$ cat src/rtl/branch_predict_ctrl.sv
// Fetch-side branch predictor with 2-bit counters and target table.
// Trains on EX resolutions and sequences redirect/flush on mispredict.
module branch_predict_ctrl #(
  parameter int INDEX_BITS   = 4,
  parameter int FLUSH_CYCLES = 2,
  parameter int PC_STEP      = 1
) (
  input  logic        Clk,
  input  logic        Reset,
  input  logic [15:0] IF_PC,
  output logic        PredTaken,
  output logic [15:0] PredTarget,
  input  logic        EX_Valid,
  input  logic [15:0] EX_PC,
  input  logic        EX_Taken,
  input  logic [15:0] EX_Target,
  input  logic        EX_PredTaken,
  output logic        Flush,
  output logic        Redirect,
  output logic [15:0] RedirectPC,
  output logic [15:0] BranchCount,
  output logic [15:0] MissCount
);

  localparam int ENTRIES = 1 << INDEX_BITS;
  localparam int TAG_W   = 16 - INDEX_BITS;

  localparam logic [0:0] S_IDLE  = 1'b0;
  localparam logic [0:0] S_FLUSH = 1'b1;

  localparam logic [15:0] STEP  = 16'(PC_STEP);
  localparam logic [2:0]  FLOAD = 3'(FLUSH_CYCLES - 1);

  logic              r_valid [ENTRIES];
  logic [1:0]        r_cnt   [ENTRIES];
  logic [TAG_W-1:0]  r_tag   [ENTRIES];
  logic [15:0]       r_tgt   [ENTRIES];

  logic [0:0]  r_state;
  logic [2:0]  r_fcnt;
  logic        r_redirect;
  logic [15:0] r_rpc;
  logic [15:0] r_bcnt;
  logic [15:0] r_mcnt;

  logic [INDEX_BITS-1:0] w_if_idx;
  logic [TAG_W-1:0]      w_if_tag;
  logic                  w_if_hit;
  logic [INDEX_BITS-1:0] w_ex_idx;
  logic [TAG_W-1:0]      w_ex_tag;
  logic                  w_ex_hit;
  logic                  w_accept;
  logic                  w_miss;
  logic [1:0]            w_cnt_cur;
  logic [1:0]            w_cnt_nxt;

  assign w_if_idx = IF_PC[INDEX_BITS-1:0];
  assign w_if_tag = IF_PC[15:INDEX_BITS];
  assign w_ex_idx = EX_PC[INDEX_BITS-1:0];
  assign w_ex_tag = EX_PC[15:INDEX_BITS];

  assign w_if_hit = r_valid[w_if_idx] &&
                    (r_tag[w_if_idx] == w_if_tag);
  assign w_ex_hit = r_valid[w_ex_idx] &&
                    (r_tag[w_ex_idx] == w_ex_tag);

  // Wrong-path resolutions arriving during a flush are dropped.
  assign w_accept = EX_Valid && (r_state == S_IDLE) && !Reset;
  assign w_miss   = w_accept && (EX_PredTaken != EX_Taken);

  assign PredTaken  = w_if_hit && r_cnt[w_if_idx][1];
  assign PredTarget = PredTaken ? r_tgt[w_if_idx]
                                : IF_PC + STEP;

  assign Flush       = (r_state == S_FLUSH);
  assign Redirect    = r_redirect;
  assign RedirectPC  = r_rpc;
  assign BranchCount = r_bcnt;
  assign MissCount   = r_mcnt;

  // Saturating counter step for the resolved entry.
  always_comb begin
    w_cnt_cur = r_cnt[w_ex_idx];
    w_cnt_nxt = w_cnt_cur;
    if (EX_Taken) begin
      if (w_cnt_cur != 2'b11) w_cnt_nxt = w_cnt_cur + 2'b01;
    end else begin
      if (w_cnt_cur != 2'b00) w_cnt_nxt = w_cnt_cur - 2'b01;
    end
  end

  // Table training and allocation on accepted resolutions.
  always_ff @(posedge Clk) begin
    if (Reset) begin
      for (int i = 0; i < ENTRIES; i++) begin
        r_valid[i] <= 1'b0;
        r_cnt[i]   <= 2'b01;
        r_tag[i]   <= '0;
        r_tgt[i]   <= '0;
      end
    end else if (w_accept) begin
      if (w_ex_hit) begin
        r_cnt[w_ex_idx] <= w_cnt_nxt;
        if (EX_Taken) r_tgt[w_ex_idx] <= EX_Target;
      end else if (EX_Taken) begin
        r_valid[w_ex_idx] <= 1'b1;
        r_tag[w_ex_idx]   <= w_ex_tag;
        r_cnt[w_ex_idx]   <= 2'b10;
        r_tgt[w_ex_idx]   <= EX_Target;
      end
    end
  end

  // Saturating resolution and mispredict counters.
  always_ff @(posedge Clk) begin
    if (Reset) begin
      r_bcnt <= '0;
      r_mcnt <= '0;
    end else begin
      if (w_accept && r_bcnt != 16'hFFFF)
        r_bcnt <= r_bcnt + 16'd1;
      if (w_miss && r_mcnt != 16'hFFFF)
        r_mcnt <= r_mcnt + 16'd1;
    end
  end

  // Recovery FSM: one-cycle redirect, then hold flush.
  always_ff @(posedge Clk) begin
    if (Reset) begin
      r_state    <= S_IDLE;
      r_fcnt     <= '0;
      r_redirect <= 1'b0;
      r_rpc      <= '0;
    end else begin
      unique case (r_state)
        S_IDLE: begin
          r_redirect <= w_miss;
          if (w_miss) begin
            r_state <= S_FLUSH;
            r_fcnt  <= FLOAD;
            r_rpc   <= EX_Taken ? EX_Target : EX_PC + STEP;
          end
        end
        S_FLUSH: begin
          r_redirect <= 1'b0;
          if (r_fcnt == 3'd0) r_state <= S_IDLE;
          else                r_fcnt  <= r_fcnt - 3'd1;
        end
        default: begin
          r_state    <= S_IDLE;
          r_redirect <= 1'b0;
        end
      endcase
    end
  end

endmodule

$ cat config.mk
export PLATFORM = sky130hd
export DESIGN_NAME = branch_predict_ctrl
export DESIGN_NICKNAME = d
export VERILOG_FILES = /design/src/rtl/branch_predict_ctrl.sv
export SDC_FILE = /design/constraint.sdc
export NUM_CORES = 1
export LEC_CHECK = 0
export CORE_ASPECT_RATIO = 0.75
export CORE_MARGIN = 3
export CORE_UTILIZATION = 61
export DETAILED_ROUTE_END_ITERATION = 10
export GPL_TIMING_DRIVEN = 1
export HOLD_SLACK_MARGIN = 0.06
export PLACE_DENSITY_LB_ADDON = 0.15
export SLEW_MARGIN = 20
export SYNTH_ARGS = -nofsm -noshare
export SYNTH_HDL_FRONTEND = slang
export SYNTH_SLANG_ARGS = --single-unit
$ cat constraint.sdc
create_clock -name Clk -period 5.84 [get_ports Clk]
set_clock_uncertainty 0.2 [all_clocks]
set_input_delay 1.168 -clock Clk [delete_from_list [all_inputs] [get_ports Clk]]
set_output_delay 1.168 -clock Clk [all_outputs]
set_load 0.005 [all_outputs]
Yosys cells after proc, flatten, opt, wreduce, memory -nomap -nowiden:

Memory sizes are Yosys's and may differ from the RTL's.
Index checks and enable logic that the tools add are counted.

* register bits after elaboration: 53
* bits in writable memories: 496
* bits of input ports: 53
* output and inout port bits: 67
* memories kept: 4

* add/subtract/negate cells: 7
* equal/unequal tests: 8
* muxes and demuxes: 41
* bitwise logic cells: 3
* reduce and logical (&&, ||, !) cells: 17

Memories
* r_tgt: words 16, width 16, rd ports 1, clocked after memory_dff 0, wr ports 16, line 37 `logic [15:0] r_tgt [ENTRIES];`
* r_tag: words 16, width 12, rd ports 2, clocked after memory_dff 0, wr ports 16, line 36 `logic [TAG_W-1:0] r_tag [ENTRIES];`
* r_cnt: words 16, width 2, rd ports 2, clocked after memory_dff 0, wr ports 16, line 35 `logic [1:0] r_cnt [ENTRIES];`
* r_valid: words 16, width 1, rd ports 2, clocked after memory_dff 0, wr ports 16, line 34 `logic r_valid [ENTRIES];`

Operator list (number)
* adder 16 x 1 -> 16 bit (second input constant): 4
* two-way mux 16 bit: 4
* inequality test 16 bit (second input constant): 2
* == test 12 bit: 2
* two-way mux 1 bit: 22
* two-way mux 4 bit: 4
* OR reduction 16 bit: 1
* two-way mux 12 bit: 1
* OR reduction 12 bit: 1
* two-way mux 2 bit: 5
* logical AND 1 bit: 8
* two-way mux 3 bit: 2
* inequality test 2 bit (second input constant): 3
* case mux 3 bit (2 select lines): 1
* case mux 1 bit (2 select lines): 2
* AND reduction 2 bit: 2
* zero test 3 bit: 1
* subtractor 3 x 1 -> 3 bit (second input constant): 1
* adder 2 x 1 -> 2 bit (second input constant): 1
* OR 1 bit: 2
* nonzero test 2 bit: 1
* OR reduction 2 bit: 1
* subtractor 2 x 1 -> 2 bit (second input constant): 1
* zero test 1 bit: 1
* other kinds (3): 3

Depth between registers and ports, before layout:

An unclocked memory read counts as a cell.

* depth after elaboration: 10
* mapped depth: 14

Worst setup path after synthesis:

Ideal clock, no wire load.

* kind: input to output
* start: input port IF_PC[0]
* end: output port PredTarget[10]
* arrival time: 4.016 ns
* data required time: 4.472 ns
* path slack: 0.456 ns
* stages on the path: 8
* buffers on the path: 5
* cell sequence: buf_4 -> buf_2 -> buf_2 -> clkbuf_1 -> buf_1 -> mux4_2 -> mux4_2 -> mux2_2

* longest elaborated chain between the ends: 5
* elaborated cells on any way between the ends: 9
* classes of those cells: 1 x add/sub; 1 x eq/ne; 1 x mux; 2 x reduce/logical; 4 x memory

RTL lines
* start, declared: line 10 `input logic [15:0] IF_PC,`
* memory read (16 x 12 bit)
* == test 12 bit: line 63 `(r_tag[w_if_idx] == w_if_tag);`
* logical AND 1 bit: line 62 `assign w_if_hit = r_valid[w_if_idx] &&`
* logical AND 1 bit: line 71 `assign PredTaken = w_if_hit && r_cnt[w_if_idx][1];`
* two-way mux 16 bit (*): line 72 `assign PredTarget = PredTaken ? r_tgt[w_if_idx]`
* end, declared: line 12 `output logic [15:0] PredTarget,`

Every way passes the cells marked *; elsewhere a longest branch is shown, timed or not.

Worst setup path in the final report:

* start: input port IF_PC[0]
* end: output port PredTarget[15]

Same word-level chain as after synthesis.

==> impl_metrics.csv <==
group,metric,value,unit
pwr,leakagePower,11.9,nW
die,initial_core_util,0.626,
global_route,grt_max_degree,75,
critical_path,ff2ff_path_depth,9,
min_path,hp-class,"register to register",
synthesis,syn_inst,2065,
synthesis,yosys_warnings,0,
critical_path,critPathSlowestCell,"clkdlybuf4s50_1",
sta,hold_viol,0,
critical_path,cp.arrival,4.36,ns
critical_path,cp.required,4.47,ns
drt,met3_length,16600,um
drt,drc,0,
layout,n_fill_cell,2953,
critical_path,crit_buf_inv,4,
layout,nNetsFinal,2242,
critical_path,crit_chain,"clkbuf_8 -> buf_12 -> mux4_2 -> mux4_2 -> xnor2_1 -> nand2_1 -> and4bb_2 -> o2111ai_2 -> buf_12 -> mux2_2 -> clkdlybuf4s50_1",
synthesis,synth-seq-cells,549,
clock_network,clock-sinks,549,
layout,drive_gt1_frac,0.197,
place,io_buffers,119,
clock_network,clkTransAtPathRegs,0.06,ns
drt,drtPass1Iterations,8,
critical_path,worstReg2RegStart,"r_tag[7][10]",
clock_network,cts_setup_buffers,0,
sta,setup_viol,0,
min_path,hold_path_end,"RedirectPC[8]",
synthesis,post_synth.cell_area_avg,13.3,um2
pwr,cellPowerDensity,279,mW/mm2
layout,post-route-cell-area,0.0312,mm2
die,rows,66,
die,die_width,251,um
global_route,antenna_found_initial,3,
drt,vias_per_cell,7.08,
die,dieArea,0.0476,mm2
place,dpl_cell_area,0.0296,mm2
critical_path,critPathMaxStageDelay,0.53,ns
clock_network,postCtsHoldBufs,0,
layout,syn_to_final_growth,13.8,%
critical_path,cp_max_fo,16,
global_route,track_usage,0.376,
clock_network,h-tree-depth,2,
synthesis,synth-edff-count,480,
clock_network,insertion_delay,0.61,ns
sta,max_slew_margin,0.244,
clock_network,cts_root_buf,"clkbuf_16",
pwr,ir_drop,233,uV
synthesis,ys_seq_area_frac,0.576,
drt,drt_iter0_drc,3361,
synthesis,synth_cell_types,61,
sta,worst_slew_pin_slew,1.13,ns
sta,drv_slew,0,
sta,rsz0062_at_grt,"false",
global_route,grt_overflow_total,0,
synthesis,async_reset_ff_frac,0,
critical_path,crit_path_start_kind,"input pin",
drt,wl_met1,31700,um
synthesis,syn-num-nets,2127,
drt,via_count,19800,
drt,highest_layer,"met5",
drt,wl_per_cell,31.7,um
drt,drt_wl_total,88900,um
outcome,outcome,"finished clean",
clock_network,numCtsBuffers,52,
synthesis,ys.flop_type,"edfxtp_1",
global_route,first_global_vias,19200,
sta,post-route-min-period,5.73,ns
drt,wl_met2,37700,um
critical_path,endpoint_kind,"output port",
synthesis,synth_area,0.0274,mm2
critical_path,r2r_end,"r_tag[10][5]",
place,dp_hpwl,58800,um
drt,ant_nets,0,
clock_network,cts_tree,"built",
sta,min_period_over_period,0.981,
place,gp_congestion,0.986,
die,io_pins,120,
critical_path,r2r_slack,1.69,ns
die,coreArea,0.0438,mm2
sta,setup-tns-final,0,ns
critical_path,crit_type,"input pin to output port",
critical_path,cp_top_family,"multiplexers",
global_route,grt_first_pass_wirelength,129000,um
die,chipHeight,190,um
min_path,holdCritStartpoint,"RedirectPC[8]",
clock_network,cts_resized,0,
sta,fmax,0.175,GHz
job,drv_cap,0,
min_path,hold_path_depth,2,
clock_network,clock_path_buffers,3,
## cell usage after synthesis (all sizes together) (36+ instances only)
cell type	instances	area, um2
buf	67	357
nor2	266	998
nand3	57	285
dfxtp	69	1380
and3	239	1500
and2	37	231
clkbuf	124	465
nand2b	42	263
nand2	122	465
mux2i	38	380
xnor2	44	385
mux4	190	4280
o21ai	38	190
edfxtp	480	14400
xor2	36	315
## cell families after synthesis
group / after synthesis / synth area share
DFF: 549 / 0.576
buffers and inverters: 224 / 0.0345
and+or+nand+nor: 819 / 0.150
AOI/OAI and AO/OA: 133 / 0.0313
muxes: 251 / 0.179
xor gates and xnor gates: 80 / 0.0255
adders and majority gates: 9 / 0.00410
## how the worst max path moves through the flow
stage                        start             end  slack (ns)  cells past startpoint
after floorplan           IF_PC[0]  PredTarget[10]        0.46                      8
final                     IF_PC[0]  PredTarget[15]        0.11                     11
after detailed placement  IF_PC[0]  PredTarget[14]        0.11                      8
after CTS                 IF_PC[0]  PredTarget[14]        0.11                      8
after global routing      IF_PC[0]  PredTarget[15]        0.01                     11
after global placement    IF_PC[0]   PredTarget[9]        0.12                      8
## state kept, by name, indices dropped and copies added (netlist names)
register     count
r_tgt          256
r_tag          192
r_cnt           32
BranchCount     16
MissCount       16
RedirectPC      16
r_valid         16
r_fcnt           3
Flush            1
Redirect         1
## placed cells by master (no fill, tap or decap), drive strengths merged, types with 23 or more instances in the layout
master and n:
a21oi 30, and2 37, and3 239, buf 140, clkbuf 73, clkdlybuf4s50 111, clkinv 23, dfxtp 69
edfxtp 480, inv 34, mux2 23, mux2i 38, mux4 190, nand2 122, nand2b 42, nand3 57
nor2 266, o21ai 38, xnor2 44, xor2 36
## layer usage
layer	global-route usage	vias up
met1	0.531	9821
met3	0.166	235
met5	0.0143	-
met4	0.117	6
li1	-	7983
met2	0.531	1796
## final cells by class
class                           count  area (um2)  area share
Timing Repair Buffer              252        2240      0.0718
Antenna cell                        1        2.50   0.0000801
Sequential cell                   549       15800       0.506
Clock buffer                       72        1430      0.0457
Inverter                           33         124     0.00397
Multi-Input combinational cell   1292       10700       0.343
Clock inverter                     26         194     0.00621
Tap cell                          578         723      0.0232
## power breakdown
part           leakage (nW)  internal (mW)  switching (mW)  total (mW)
Combinational          5.58          0.382           0.591       0.973
Clock                 0.796           1.80            1.49        3.29
Sequential             5.49           4.38          0.0618        4.45
## tightest hold or removal path, stage by stage, from the launching register on
cell and delay, ns:
dfxtp_1 0.31, nand2_1 0.05, a21oi_1 0.05
## metrics by stage
step	worst slack (ns)	power (mW)	hold slack, ns	utilization	cells
floorplan	0.456	5.04	0.248	-	2065
global placement	0.117	5.44	0.240	0.675	2704
detailed placement	0.107	5.45	0.248	0.675	2704
CTS	0.105	8.67	0.256	0.712	2802
global route	0.0111	8.91	0.289	0.712	2803
finish	0.111	8.71	0.254	0.712	2803
Power figures use the tool's default switching activity.
==> edit, RTL diff (config.mk and constraints unchanged) <==
`INDEX_BITS`: 4 -> 3.
--- a/src/rtl/branch_predict_ctrl.sv
+++ b/src/rtl/branch_predict_ctrl.sv
@@ -2,5 +2,5 @@
 // Trains on EX resolutions and sequences redirect/flush on mispredict.
 module branch_predict_ctrl #(
-  parameter int INDEX_BITS   = 4,
+  parameter int INDEX_BITS   = 3,
   parameter int FLUSH_CYCLES = 2,
   parameter int PC_STEP      = 1
Check against the original RTL: not settled (the Yosys comparison gave no result); the edit may change what the design does.
==> edit against the unedited design <==
Routed wire length fell by 52%; total power fell by 43%; design area fell by 41%; fmax rose by 0.22%; non-clock buffer count fell by 91; area after synthesis fell by 42%; sequential cell count fell by 240; worst setup slack improved by 0.012 ns; critical path type unchanged; critical endpoint is now PredTarget[2].
==> edit: results (changes against the unedited design) <==
- Critical path arrival: 4.35 ns (was 4.36 ns)
- Filler Cell Count: 1,703 (was 2,953)
- Hold worst-path end: RedirectPC[4]$_SDFFE_PP0P_ (was RedirectPC[8]$_SDFFE_PP0P_)
- Worst vdd ir: 0.273 mV (was 0.233 mV)
- Share of cells above drive strength 1: 14.2% (was 19.7%)
- Dpl hpwl: 28,600 um (was 58,800 um)
- Reg-to-Reg End: r_cnt[6][1]$_SDFFCE_PN0P_ (was r_tag[10][5]$_SDFFCE_PN0P_)
- Post-synthesis sequential area ratio: 54.5% (was 57.6%)
- WL met2: 18,600 um (was 37,700 um)
- Resized Gates After CTS: 0 (unchanged)
- Clock Latency Late Sink: 0.57 ns (was 0.61 ns)
- Post-synthesis net count: 1,335 (was 2,127)
- Met3 wire length: 4990 um (was 16,600 um)
- M1 WL: 18,700 um (was 31,700 um)
- Post-synth EDFFs: 248 (was 480)
- Cts bufs inserted: 31 (was 52)
- Outcome: finished, final reports clean (unchanged)
- Area contributors post-synth: edfxtp_1, mux4_2, and2_1, dfxtp_1, xor2_1 (was edfxtp_1, mux4_2, and3_1, dfxtp_1, nor2_1)
- Flop2flop setup slack: 2.50 ns (was 1.69 ns)
- First-pass GRT wire length: 65,900 um (was 129,000 um)
- XOR/XNOR Fraction of Synth Area: 4.50% (was 2.55%)
- Crit path to: PredTarget[2] (was PredTarget[15])
- Highest metal used: met4 (was met5)
- Reg power frac: 50.1% (was 51.0%)
- R2R Path Start: r_tag[4][11]$_SDFFCE_PN0P_ (was r_tag[7][10]$_SDFFCE_PN0P_)
- WL/cell: 24.7 um (was 31.7 um)
- Antenna violations before repair: 0 (was 3)
- Synth cell count leaders: edfxtp_1, and2_1, nand2_1 (was edfxtp_1, nor2_1, and3_1)
- Combinational power share: 10.4% (was 11.2%)
- Slowest cell on the critical path: mux4_2 (was clkdlybuf4s50_1)
- Post-synthesis mux area share: 14.6% (was 17.9%)
- Max H-tree Level: 1 (was 2)
- Root buf cell: clkbuf_16 (unchanged)
- Compound-Gate Fraction of Synth Area: 4.28% (was 3.13%)
- Placer Congestion: 0.935 (was 0.986)
- Nets: 1,438 (was 2,242)
- Worst-path fanout max: 28 (was 16)
- Netlist cell types: 55 (was 61)
- Vias/cell: 6.36 (was 7.08)
- Actual transition at the worst max-transition pin: 1.08 ns (was 1.13 ns)
- Switching share of power: 23.9% (was 24.6%)
- Hold path start: RedirectPC[4]$_SDFFE_PP0P_ (was RedirectPC[8]$_SDFFE_PP0P_)
- Gr usage total: 30.7% (was 37.6%)
- Seq pwr: 2.48 mW (was 4.45 mW)
- Largest net degree at the start of global routing: 61 (was 75)
- Adder-Cell Fraction of Synth Area: 0.472% (was 0.410%)
- Antenna diode count: 0 (was 1)
- Worst reg2reg path depth: 9 (unchanged)
==> edit: changes by cell type after synthesis, sizes merged, moves of 21 or more <==
| cell | unedited run | this run |
|---|---|---|
| edfxtp | 480 | 248 |
| nor2 | 266 | 72 |
| and3 | 239 | 58 |
| and2 | 37 | 205 |
| mux4 | 190 | 85 |
| clkbuf | 124 | 62 |
| buf | 67 | 29 |
| nand2b | 42 | 7 |
| nand3 | 57 | 25 |
| inv | 32 | 10 |
| mux2 | 23 | 2 |
==> edit: cell type report <==
class	count	share of cell area, %
Clock buffer	40	4.56
Clock inverter	18	0.814
Inverter	11	0.224
Multi-Input combinational cell	865	36.9
Sequential cell	309	47.0
Tap cell	338	2.29
Timing Repair Buffer	161	8.22
==> edit: metal layers <==
layer  up-vias  global-route usage [%]
li1       4853                       -
met1      5498                    48.6
met2       672                    44.1
met3        59                    7.30
met4         0                    5.53
met5         -                       0
==> edit: critical path: cells and delay by family <==
| kind | cells | cell delay [ns] |
|---|---|---|
| buffers and inverters | 4 | 1.20 |
| muxes | 4 | 1.12 |
| xor gates and xnor gates | 1 | 0.23 |
| and+or+nand+nor | 2 | 0.59 |
==> edit: per-stage QoR <==
stage / hold slack (ns) / worst slack (ns) / area, um^2 / std cells / utilization [%]
3_5_place_dp: 0.250 / 0.102 / 17400 / 1680 / 68.7
6_report: 0.266 / 0.124 / 18400 / 1742 / 72.9
2_1_floorplan: 0.240 / 0.980 / 15900 / 1276 / -
4_1_cts: 0.263 / 0.0640 / 18400 / 1738 / 72.6
5_1_grt: 0.286 / -0.0222 / 18400 / 1742 / 72.9
3_3_place_gp: 0.240 / 0.151 / 17400 / 1680 / 68.7
